<file path="config.mk">
export PLATFORM = sky130hd
export DESIGN_NAME = debug_dump_tx
export DESIGN_NICKNAME = d
export VERILOG_FILES = /design/src/rtl/debug_dump_tx.sv
export SDC_FILE = /design/constraint.sdc
export NUM_CORES = 1
export LEC_CHECK = 0
export ABC_AREA = 1
export CAP_MARGIN = 10
export CORE_ASPECT_RATIO = 0.75
export CORE_MARGIN = 3
export CORE_UTILIZATION = 51
export DETAILED_ROUTE_END_ITERATION = 10
export DONT_BUFFER_PORTS = 1
export GPL_TIMING_DRIVEN = 0
export PLACE_DENSITY = 0.72
export REMOVE_ABC_BUFFERS = 1
export SLEW_MARGIN = 20
export SYNTH_ARGS = -nofsm -noshare
export SYNTH_HDL_FRONTEND = slang
export SYNTH_SLANG_ARGS = --single-unit
</file>
<file path="constraint.sdc">
create_clock -name clk -period 10.6 [get_ports clk]
set_input_delay 3.18 -clock clk [delete_from_list [all_inputs] [get_ports clk]]
set_output_delay 3.18 -clock clk [all_outputs]
set_load 0.03 [all_outputs]
</file>
<file path="src/rtl/debug_dump_tx.sv">
// Debug snapshot readout: SYNC, LEN, data bytes (word 0 first, MSB first), XOR checksum.
// Optional DBG_DUMP_TIMESTAMP_EN appends a captured 32-bit cycle count to each frame.
module debug_dump_tx #(
  parameter int          NUM_WORDS = 3,
  parameter int          WORD_W    = 32,
  parameter logic [7:0]  SYNC_BYTE = 8'hA5
) (
  input  logic                        clk,
  input  logic                        rst,
  input  logic                        trig_i,
  input  logic [NUM_WORDS*WORD_W-1:0] dbg_words_i,
  output logic [7:0]                  tx_data_o,
  output logic                        tx_vld_o,
  input  logic                        tx_rdy_i,
  output logic                        busy_o,
  output logic                        frame_done_o,
  output logic [7:0]                  drop_cnt_o
);

  localparam int BPW = WORD_W / 8;
  localparam int WB  = NUM_WORDS * BPW;
`ifdef DBG_DUMP_TIMESTAMP_EN
  localparam int NB  = WB + 4;
`else
  localparam int NB  = WB;
`endif
  localparam logic [7:0] LEN  = 8'(NB);
  localparam logic [7:0] LAST = 8'(NB - 1);

  if (NB > 255) begin : g_len_chk
    $error("debug_dump_tx: frame length exceeds 255 bytes");
  end
  if (WORD_W % 8 != 0) begin : g_w_chk
    $error("debug_dump_tx: WORD_W must be a multiple of 8");
  end

  typedef enum logic [2:0] {
    S_IDLE,
    S_SYNC,
    S_LEN,
    S_DATA,
    S_CSUM
  } state_t;

  state_t          state;
  logic            vld;
  logic [7:0]      idx;
  logic [7:0]      nidx;
  logic [7:0]      csum;
  logic [NB*8-1:0] snap;
  logic [NB*8-1:0] cap;
  logic            xfer;

`ifdef DBG_DUMP_TIMESTAMP_EN
  logic [31:0] ts;

  always_ff @(posedge clk or posedge rst) begin
    if (rst) ts <= '0;
    else     ts <= ts + 32'd1;
  end
`endif

  // Snapshot is stored in transmit order, byte 0 in the LSBs.
  always_comb begin
    cap = '0;
    for (int w = 0; w < NUM_WORDS; w++) begin
      for (int b = 0; b < BPW; b++) begin
        cap[(w*BPW+b)*8 +: 8] =
          dbg_words_i[w*WORD_W + (BPW-1-b)*8 +: 8];
      end
    end
`ifdef DBG_DUMP_TIMESTAMP_EN
    for (int b = 0; b < 4; b++) begin
      cap[(WB+b)*8 +: 8] = ts[(3-b)*8 +: 8];
    end
`endif
  end

  assign xfer     = vld & tx_rdy_i;
  assign nidx     = idx + 8'd1;
  assign tx_vld_o = vld;
  assign busy_o   = vld;

  always_ff @(posedge clk or posedge rst) begin
    if (rst) begin
      state        <= S_IDLE;
      vld          <= 1'b0;
      tx_data_o    <= '0;
      frame_done_o <= 1'b0;
      drop_cnt_o   <= '0;
      idx          <= '0;
      csum         <= '0;
      snap         <= '0;
    end else begin
      frame_done_o <= 1'b0;
      if (state != S_IDLE && trig_i && drop_cnt_o != 8'hFF)
        drop_cnt_o <= drop_cnt_o + 8'd1;
      unique case (state)
        S_IDLE: begin
          if (trig_i) begin
            snap      <= cap;
            csum      <= '0;
            idx       <= '0;
            tx_data_o <= SYNC_BYTE;
            vld       <= 1'b1;
            state     <= S_SYNC;
          end
        end
        S_SYNC: begin
          if (xfer) begin
            tx_data_o <= LEN;
            state     <= S_LEN;
          end
        end
        S_LEN: begin
          if (xfer) begin
            csum      <= csum ^ tx_data_o;
            tx_data_o <= snap[7:0];
            idx       <= '0;
            state     <= S_DATA;
          end
        end
        S_DATA: begin
          if (xfer) begin
            csum <= csum ^ tx_data_o;
            if (idx == LAST) begin
              tx_data_o <= csum ^ tx_data_o;
              state     <= S_CSUM;
            end else begin
              idx       <= nidx;
              tx_data_o <= snap[8*nidx +: 8];
            end
          end
        end
        S_CSUM: begin
          if (xfer) begin
            vld          <= 1'b0;
            frame_done_o <= 1'b1;
            tx_data_o    <= '0;
            state        <= S_IDLE;
          end
        end
        default: state <= S_IDLE;
      endcase
    end
  end

endmodule
</file>
==> After elaboration in Yosys (flattened, before gate mapping) <==
Index checks and enable logic that the tools add are counted.
{ "totals": {"input_bits": 100, "regBits": 133} }
{ "op_classes": {"n_bitwise": 2, "n_eq_ne": 14, "n_reduce_logical": 15, "shift": 1, "addsub": 2, "mux": 25} }
{ "ops": {"columns": ["operator", "n"], "rows": [
  ["$shiftx A96 B12 Y8", 1],
  ["$mux W8", 10],
  ["$pmux W8 S5", 1],
  ["$pmux W8 S3", 1],
  ["$mux W3", 6],
  ["$add A8 B1 Y8 const B", 2],
  ["$pmux W8 S2", 1],
  ["$pmux W3 S5", 1],
  ["$ne A2 B2 Y1 const B", 7],
  ["$reduce_and A6 Y1", 2],
  ["$eq A8 B4 Y1 const B", 1],
  ["$ne A8 B8 Y1 const B", 1],
  ["$xor A8 B8 Y8", 1],
  ["$eq A3 B2 Y1 const B", 2],
  ["$reduce_and A3 Y1", 2],
  ["$reduce_bool A3 Y1", 2],
  ["$reduce_and A5 Y1", 1],
  ["$reduce_bool A5 Y1", 1],
  ["$mux W1", 4],
  ["$reduce_bool A2 Y1", 2],
  ["$eq A3 B1 Y1 const B", 1],
  ["$eq A3 B3 Y1 const B", 1],
  ["$logic_not A3 Y1", 1],
  ["$logic_and A1 B1 Y1", 2],
  ["other kinds (5)", 5]
]} }

==> Logic depth before layout (Yosys ltp) <==
Gate-level depths: netlist of the first run.
{ "logic_depth": {"ltp_word": 5, "mapped_depth": 15, "ltp_nobuf": 13} }

==> Worst setup path after synthesis of the first run <==
OpenSTA, ideal clock, no wires.
{ "synth_timing": {"path_type": "in2reg", "from": "input port tx_rdy_i", "to": "register tx_data_o[7]", "setup_time_ps": 121, "arrival_ps": 3888, "n_path_buf": 0, "cell_stages": 7, "path_slack_ps": 6591, "required_ps": 10479, "cell_sequence": "nand2_1 -> o21ai_1 -> a21oi_4 -> nor2_8 -> nand2_1 -> nor2_1 -> a21oi_1"} }
{ "synth_between": {"elab_chain_len": 3} }
{ "synth_rtl": {"columns": ["element", "line_no", "rtl"], "rows": [
  ["start, declared", "14", "input logic tx_rdy_i,"],
  ["$and A1 B1 Y1 (*)", "79", "assign xfer = vld & tx_rdy_i;"],
  ["$ne A2 B2 Y1 (no line)", null, null],
  ["$reduce_and A6 Y1 (no line) (*)", null, null],
  ["end signal, assigned", "118", "tx_data_o <= snap[7:0];"],
  ["end signal, assigned", "127", "tx_data_o <= csum ^ tx_data_o;"],
  ["end signal, assigned", "131", "tx_data_o <= snap[8*nidx +: 8];"],
  ["end, declared", "12", "output logic [7:0] tx_data_o,"]
]} }
Mark *: on every way between the ends. The rest lies on a longest branch, timed or not.
A chain may end at the register's enable or synchronous reset.

==> Final worst setup path of the first run <==
{ "layout_timing": {"from": "input port trig_i", "to": "register tx_data_o[0]"} }
{ "layout_between": {"elab_chain_len": 2} }
{ "layout_rtl": {"columns": ["element", "line_no", "rtl"], "rows": [
  ["start, declared", "10", "input logic trig_i,"],
  ["$ne A2 B2 Y1 (no line)", null, null],
  ["$reduce_and A6 Y1 (no line)", null, null]
]} }
Every way passes these cells.

==> results by group, run 1 <==
Floorplan
  • Die ar.: 0.0142 sq mm
  • Initial Util: between 50% and 60%
  • Total core area: ~0.012 sq mm
  • Die height: 104 um
  • Row count: 35
  • IO Pins: roughly 120
  • Die width: approximately 140 um

Timing
  • Achievable clock frequency: 215 MHz
  • Final Hold Fails: 0
  • Slew Limit Fails: 0
  • Final setup viols: 0
  • Setup TNS: 0 ps
  • Final Cycle Share: 43.9%
  • Tightest Pin Transition: roughly 770 ps
  • Slew HR: approximately half
  • Tmin final: about 4700 ps
  • Worst Clk Skew: 7.46 ps
  • RSZ-0062 raised after global routing: false

Clocking
  • Root buffer cell: clkbuf_16
  • Clk_lat worst skew: around 400 ps
  • CTS tree: yes
  • Clock tree buffer depth: 2
  • Post_cts resized: 0
  • CTS Hold Bufs: 0
  • Clock-pin slew on the worst setup and hold paths: 50 ps
  • Post-CTS Setup Inserts: 0
  • H-tree lvl count: 4
  • TritonCTS Buffers: 17
  • TritonCTS Sinks: 133

GRT
  • Grt ovf: 0
  • Vias in the first global route: between 5000 and 6000
  • All-layer global routing usage: 23.1%
  • Initial antenna violation count: 0
  • Largest net degree at the start of global routing: 97
  • First-pass GRT wire length: between 20 and 30 mm

Power and ir drop
  • Seq pwr share: between 30% and 40%
  • VDD IR-drop max: 141 uV
  • Total net switching power: about 1000 uW
  • Cell internal pwr: approximately 1400 uW
  • Pwr/cell area: about 340 mW/mm^2
  • Combinational share of power: 37.5%
  • Pleak: between 0.003 and 0.004 uW
  • Sw frac: about two fifths
  • Clock network power share: approximately a quarter

Logic synthesis
  • Yosys warnings: 0
  • Post-Syn Area per Cell: between 7 and 8 sq um
  • Synth Instances: ~820
  • Post-Syn Area: between 0.006 and 0.007 sq mm
  • Unique masters post-synth: 34
  • Post-synthesis sequential area ratio: a little over 50%
  • Number of synthesized register bits: about 130

Placement
  • Placement Cell Area: 0.00662 sq mm
  • Routability-driven placement congestion ratio: approximately 0.90
  • Buffers on Ports: 0
  • Post-DP HPWL: between 10 and 15 mm

Drt
  • Post-Route WL: roughly 16 mm
  • Remaining antenna violation count: 0
  • DR vias/cell: ~5.4
  • TritonRoute pass-1 iters: 6
  • WL per Instance: 16.3 um
  • Residual DRC: 0
  • Vias: approximately 5300
  • Iteration-0 DRC Markers: about 460

Min path
  • Hold crit path type: flop to flop

Critical path
  • CP arrival: 4950 ps
  • Setup CP Type: primary input to flop
  • Worst-path fanout max: 75
  • Worst Setup Start Kind: primary input
  • Crit. End Element: flop
  • Critical path data required time: between 10000 and 15000 ps

Final layout
  • Synthesis-to-finish area growth: 10.7%
  • Design Area, Final: between 0.007 and 0.008 sq mm
  • Antenna cell count: 0
  • Fraction of layout cells with a size suffix above 1: under 10%
  • Layout net count: just over 900
  • Fillers: roughly 1100

Outcome
  • Outcome: finished, final reports clean

Run
  • Max cap viols: 0
-- logic make-up (layout without fill, tap and decap cells) --
| logic type | count (synthesis) | count (layout) | synth area share [%] |
|---|---|---|---|
| multiplexers | 3 | 3 | 0.517 |
| XOR/XNOR | 17 | 17 | 2.28 |
| AO/OA/AOI/OAI | 158 | 158 | 13.1 |
| flip-flops | 133 | 133 | 50.9 |
| adder cells (fa/ha/maj) | 2 | 2 | 0.383 |
| AND/OR/NAND/NOR | 396 | 396 | 24.9 |
| buffers and inverters | 113 | 108 | 7.87 |
-- critical path, cell delays in order --
cell and delay, ps:
nand3_4 270, inv_6 460, buf_16 290, a21oi_4 90, nor2_8 200, nand2_1 200, nor2_1 150, a21oi_1 70
-- layer usage --
metal,GRT usage [%],routed length [um]
met5,0,0
met4,6.33,261
met3,6.62,1230
met2,35.3,7160
met1,32.3,7330
-- power groups by stage --
stage                     combinational [uW]  sequential (uW)  clock, uW
after global placement                   847              934          0
after CTS                                914              923        609
after floorplan                          664              897          0
after detailed placement                 905              928          0
after global routing                    1050              950        634
final                                    914              925        601
-- path summary, 6_finish.rpt --
check                                          start                  endpoint  slack (ps)  depth (start not counted)
min in group asynchronous                        rst      snap[58]$_DFFE_PP0P_        2580                          1
max in group asynchronous                        rst       csum[0]$_DFFE_PP0P_        7250                          2
worst max register to register    idx[0]$_DFFE_PP0P_  tx_data_o[6]$_DFFE_PP0P_        7460                         13
worst min-delay path            snap[85]$_DFFE_PP0P_      snap[85]$_DFFE_PP0P_         480                          2
worst max-delay path                          trig_i  tx_data_o[0]$_DFFE_PP0P_        5940                          8
worst min register to register  snap[85]$_DFFE_PP0P_      snap[85]$_DFFE_PP0P_         480                          2
-- sequential cells by signal, indices dropped and copies added, names as in the netlist --
register,flops
csum,8
frame_done_o,1
drop_cnt_o,8
state,3
snap,96
tx_data_o,8
idx,8
busy_o,1
-- final cells by class --
type	instances	area (sq um)	area share, %
Clock buffer	20	457	6.32
Timing Repair Buffer	4	95.1	1.32
Clock inverter	12	153	2.11
Sequential cell	133	3330	46.1
Tap cell	166	208	2.87
Multi-Input combinational cell	576	2710	37.4
Inverter	72	283	3.91
-- synthesized netlist by cell type, drive strengths merged --
master	count	area share, %
inv	72	4.1
o31ai	2	0.31
nand4	4	0.38
nor2	38	2.9
a21oi	32	2.7
nor4	1	0.096
buf	37	3.5
mux2	3	0.52
o211ai	10	1.1
dfrtp	133	51
ha	2	0.38
nand3	42	3.4
xor2	9	1.2
o21bai	1	0.11
o21a	1	0.11
o22ai	8	0.77
xnor2	8	1.1
nand2	306	18
clkbuf	4	0.23
o21ai	104	8.0
nor3	5	0.38
-- stage by stage --
step / hold slack (ps) / total power [uW] / util [%] / setup WS, ps / cells
final: 477 / 2440 / 58.3 / 5940 / 983
after global routing: 495 / 2630 / 58.3 / 5700 / 983
after CTS: 476 / 2450 / 58.3 / 5950 / 983
after detailed placement: 461 / 1830 / 53.4 / 5520 / 951
after global placement: 456 / 1780 / 52.4 / 2190 / 947
after floorplan: 444 / 1560 / - / 3870 / 781
-- placed cells by master (no fill, tap or decap), drive strengths merged --
| master | count |
|---|---|
| buf | 4 |
| nor4 | 1 |
| bufinv | 3 |
| ha | 2 |
| o21ai | 104 |
| clkinv | 7 |
| a21oi | 32 |
| o22ai | 8 |
| xor2 | 9 |
| clkinvlp | 1 |
| dfrtp | 133 |
| nand3 | 42 |
| xnor2 | 8 |
| inv | 73 |
| o21bai | 1 |
| nor3 | 5 |
| nand2 | 306 |
| nor2 | 38 |
| o21a | 1 |
| mux2 | 3 |
| o211ai | 10 |
| o31ai | 2 |
| clkbuf | 20 |
| nand4 | 4 |
Power figures use the tool's default switching activity.
==> run 2: changes to the inputs <==
--- a/config.mk
+++ b/config.mk
@@ -5,7 +5,7 @@
 export SDC_FILE = /design/constraint.sdc
 export NUM_CORES = 1
 export LEC_CHECK = 0
-export ABC_AREA = 1
+export ABC_AREA = 0
 export CAP_MARGIN = 10
 export CORE_ASPECT_RATIO = 0.75
 export CORE_MARGIN = 3
@@ -13,7 +13,7 @@
 export DETAILED_ROUTE_END_ITERATION = 10
 export DONT_BUFFER_PORTS = 1
 export GPL_TIMING_DRIVEN = 0
-export PLACE_DENSITY = 0.72
+export PLACE_DENSITY = 0.75
 export REMOVE_ABC_BUFFERS = 1
 export SLEW_MARGIN = 20
 export SYNTH_ARGS = -nofsm -noshare
==> constraint.sdc (replaced) <==
create_clock -name clk -period 4.2 [get_ports clk]
set_input_delay 1.26 -clock clk [delete_from_list [all_inputs] [get_ports clk]]
set_output_delay 1.26 -clock clk [all_outputs]
set_load 0.03 [all_outputs]
==> run 2 against run 1 <==
  * Global-route usage fell by 1.3 points
  * Clock-buffer cell count rose by 2
  * Worst setup slack got worse by 4700 ps
  * Via count fell by 23%
  * Synthesized area fell by 2.5%
  * Synthesized cell count fell by 40%
  * Wire length fell by 9.5%
==> results by group, run 2 <==
Floorplan
  • Row count: 34
  • Die height: about 100 um
  • Total core area: about 0.012 sq mm
  • Initial Util: between 50% and 60%
  • IO Pins: between 100 and 150
  • Die width: between 100 and 150 um
  • Die ar.: ~0.014 sq mm

Final layout
  • Layout net count: slightly below 600
  • Fraction of layout cells with a size suffix above 1: 32.5%
  • Post-Layout Cell Count: 666
  • Number of flip-flops in the largest register: 96
  • Synthesis-to-finish area growth: 12.1%
  • Final Util: between 50% and 60%
  • Most common cell after layout, fill and taps aside: dfrtp_1
  • Antenna cell count: 0
  • Top reg by flops: snap
  • Fillers: 940
  • Most frequent cells in the layout: dfrtp_1 (132), mux2_2 (93), nand2_1 (42)

Power and ir drop
  • Clock network power share: between 20 and 30%
  • Pwr/cell area: 771 mW/mm^2
  • Combinational share of power: approximately 28%
  • Pleak: a little under 0.003 uW
  • Sw frac: between 30% and 40%
  • Design Power: between 5000 and 6000 uW
  • Total net switching power: about 1800 uW
  • Seq pwr share: 45.0%
  • VDD IR-drop max: 400 uV
  • Cell internal pwr: roughly 3700 uW

Drt
  • WL per Instance: 21.7 um
  • Vias: between 4000 and 5000
  • Post-Route WL: around 14 mm
  • Iteration-0 DRC Markers: 329
  • DR vias/cell: 6.12
  • Residual DRC: 0
  • Remaining antenna violation count: 0
  • TritonRoute pass-1 iters: 5

Timing
  • Tmin final: 2960 ps
  • Tightest Pin Transition: between 900 and 1000 ps
  • Final setup viols: 0
  • Final Cycle Share: between 70% and 80%
  • Slew Limit Fails: 0
  • Final Hold Fails: 0
  • Achievable clock frequency: roughly 340 MHz
  • Slew HR: a little over a third
  • Fin Hold WS: roughly 490 ps
  • RSZ-0062 raised after global routing: false
  • Worst Clk Skew: 9.17 ps

Logic synthesis
  • Synth Instances: ~490
  • Async SR Flop Fraction: 100%
  • Biggest area consumer among synthesized cells: dfrtp_1
  • Post-synth top area share: 52.2%
  • Post-Syn Area: 0.00637 sq mm
  • Count leader, synth: dfrtp_1
  • Top_reg_cell synth: dfrtp_1
  • Commonest cells post-synth: dfrtp_1 (133), mux2_2 (93), nand2_1 (42)
  • Synth top area cells: dfrtp_1 (52%), mux2_2 (16%), mux4_2 (8.5%), o21ai_0 (2.7%), nand2_1 (2.5%)
  • Unique masters post-synth: 55
  • Post-synthesis sequential area ratio: around 52%
  • Post-Syn Area per Cell: ~13 sq um
  • Yosys warnings: 0
  • Post-synth EDFFs: 0
  • Number of synthesized register bits: roughly 130

Critical path
  • Setup CP Type: flop to flop
  • CP arrival: approximately 3300 ps
  • R2r worst-path depth: 7
  • Critical path data required time: 4490 ps
  • Worst reg2reg startpoint: idx[0]$_DFFE_PP0P_
  • R2r endpoint: tx_data_o[5]$_DFFE_PP0P_
  • Worst-path fanout max: 29
  • Critical Path Start: idx[0]$_DFFE_PP0P_
  • Crit. End Element: flop
  • Worst Setup Start Kind: flop
  • R2r setup slk: roughly 1200 ps

GRT
  • First-pass GRT wire length: 23.1 mm
  • Met3 Track Usage GR: a little under a tenth
  • Vias in the first global route: 4311
  • GR Util met2: a little over a third
  • Grt met1 use: roughly 28%
  • Grt peak-use layer: met2
  • Largest net degree at the start of global routing: between 70 and 80
  • All-layer global routing usage: 21.8%
  • Initial antenna violation count: 0
  • Grt ovf: 0

Clocking
  • CTS Hold Bufs: 0
  • TritonCTS Sinks: approximately 130
  • CTS tree: yes
  • Post_cts resized: 0
  • Root buffer cell: clkbuf_16
  • TritonCTS Buffers: 17
  • Clock tree buffer depth: 2
  • Post-CTS Setup Inserts: 0
  • H-tree lvl count: 4
  • Clock-pin slew on the worst setup and hold paths: about 60 ps
  • Clk_lat worst skew: 410 ps

Run
  • Max cap viols: 0

Placement
  • Routability-driven placement congestion ratio: 0.838
  • Post-DP HPWL: roughly 9.8 mm
  • Placed cells: roughly 630
  • Buffers on Ports: 0

Min path
  • Hold crit path type: flop to flop
  • HP Start: idx[7]$_DFFE_PP0P_
  • Hold path depth: 1
  • Worst hold endpoint: idx[7]$_DFFE_PP0P_

Outcome
  • Outcome: finished, final reports clean
run 2: cell types whose count changed after synthesis, sizes merged, moves of 6 or more:
cell    before  now
nand2      306   42
mux2         3   93
o21ai      104   36
inv         72    7
nor2        38   11
mux4         0   24
a21oi       32   11
nand3       42   21
buf         37   19
xnor2        8   16
o211ai      10    3
o22ai        8    2
run 2: area by class of cell:
cell class	count	area, sq um	area share [%]
Clock buffer	22	454	6.36
Multi-Input combinational cell	327	2870	40.2
Sequential cell	133	3330	46.6
Timing Repair Buffer	5	123	1.72
Inverter	7	33.8	0.473
Clock inverter	10	130	1.82
Tap cell	162	203	2.84
run 2: worst max path at each step:
stage	end
detailed placement	csum[2]$_DFFE_PP0P_
finish	tx_data_o[5]$_DFFE_PP0P_
global route	tx_data_o[5]$_DFFE_PP0P_
CTS	tx_data_o[5]$_DFFE_PP0P_
floorplan	busy_o$_DFFE_PP0P_
global placement	snap[55]$_DFFE_PP0P_
run 2: metal layers:
layer  part of all wire (%)  up-vias  routed length (um)
met1                     41     2082                5900
met5                      0        -                   0
met2                     48      159                6960
met3                     10       14                1440
li1                       -     1819                   -
met4                    1.1        0                 163
run 2: cell families after synthesis:
group,synth area share [%]
simple gates,8.27
fa+ha+maj,0.393
flops,52.2
compound gates,8.19
mux,25.1
buf+inv,2.95
xor+xnor,2.87
run 2: through the flow:
stage                     cell area, sq um  TNS [ps]  worst slack [ps]
final                                 7140         0              1240
after global routing                  7140         0              1070
after CTS                             7130         0              1190
after detailed placement              6550         0              1140
after global placement                6410   -342200             -1810
after floorplan                       6210    -94330              -614
run 2: critical path: stages (launching register included):
cell and delay [ps]:
dfrtp_2 850, ha_2 540, buf_12 250, mux4_2 550, or2_2 290, o31ai_1 90, nor3_1 120, o22a_1 170
run 2: power groups by stage:
stage / sequential (uW) / combinational (uW) / clock (uW)
2_1_floorplan: 2300 / 1240 / 0
3_3_place_gp: 2430 / 1460 / 0
3_5_place_dp: 2480 / 1530 / 0
4_1_cts: 2470 / 1560 / 1510
5_1_grt: 2560 / 1690 / 1560
6_report: 2480 / 1540 / 1490
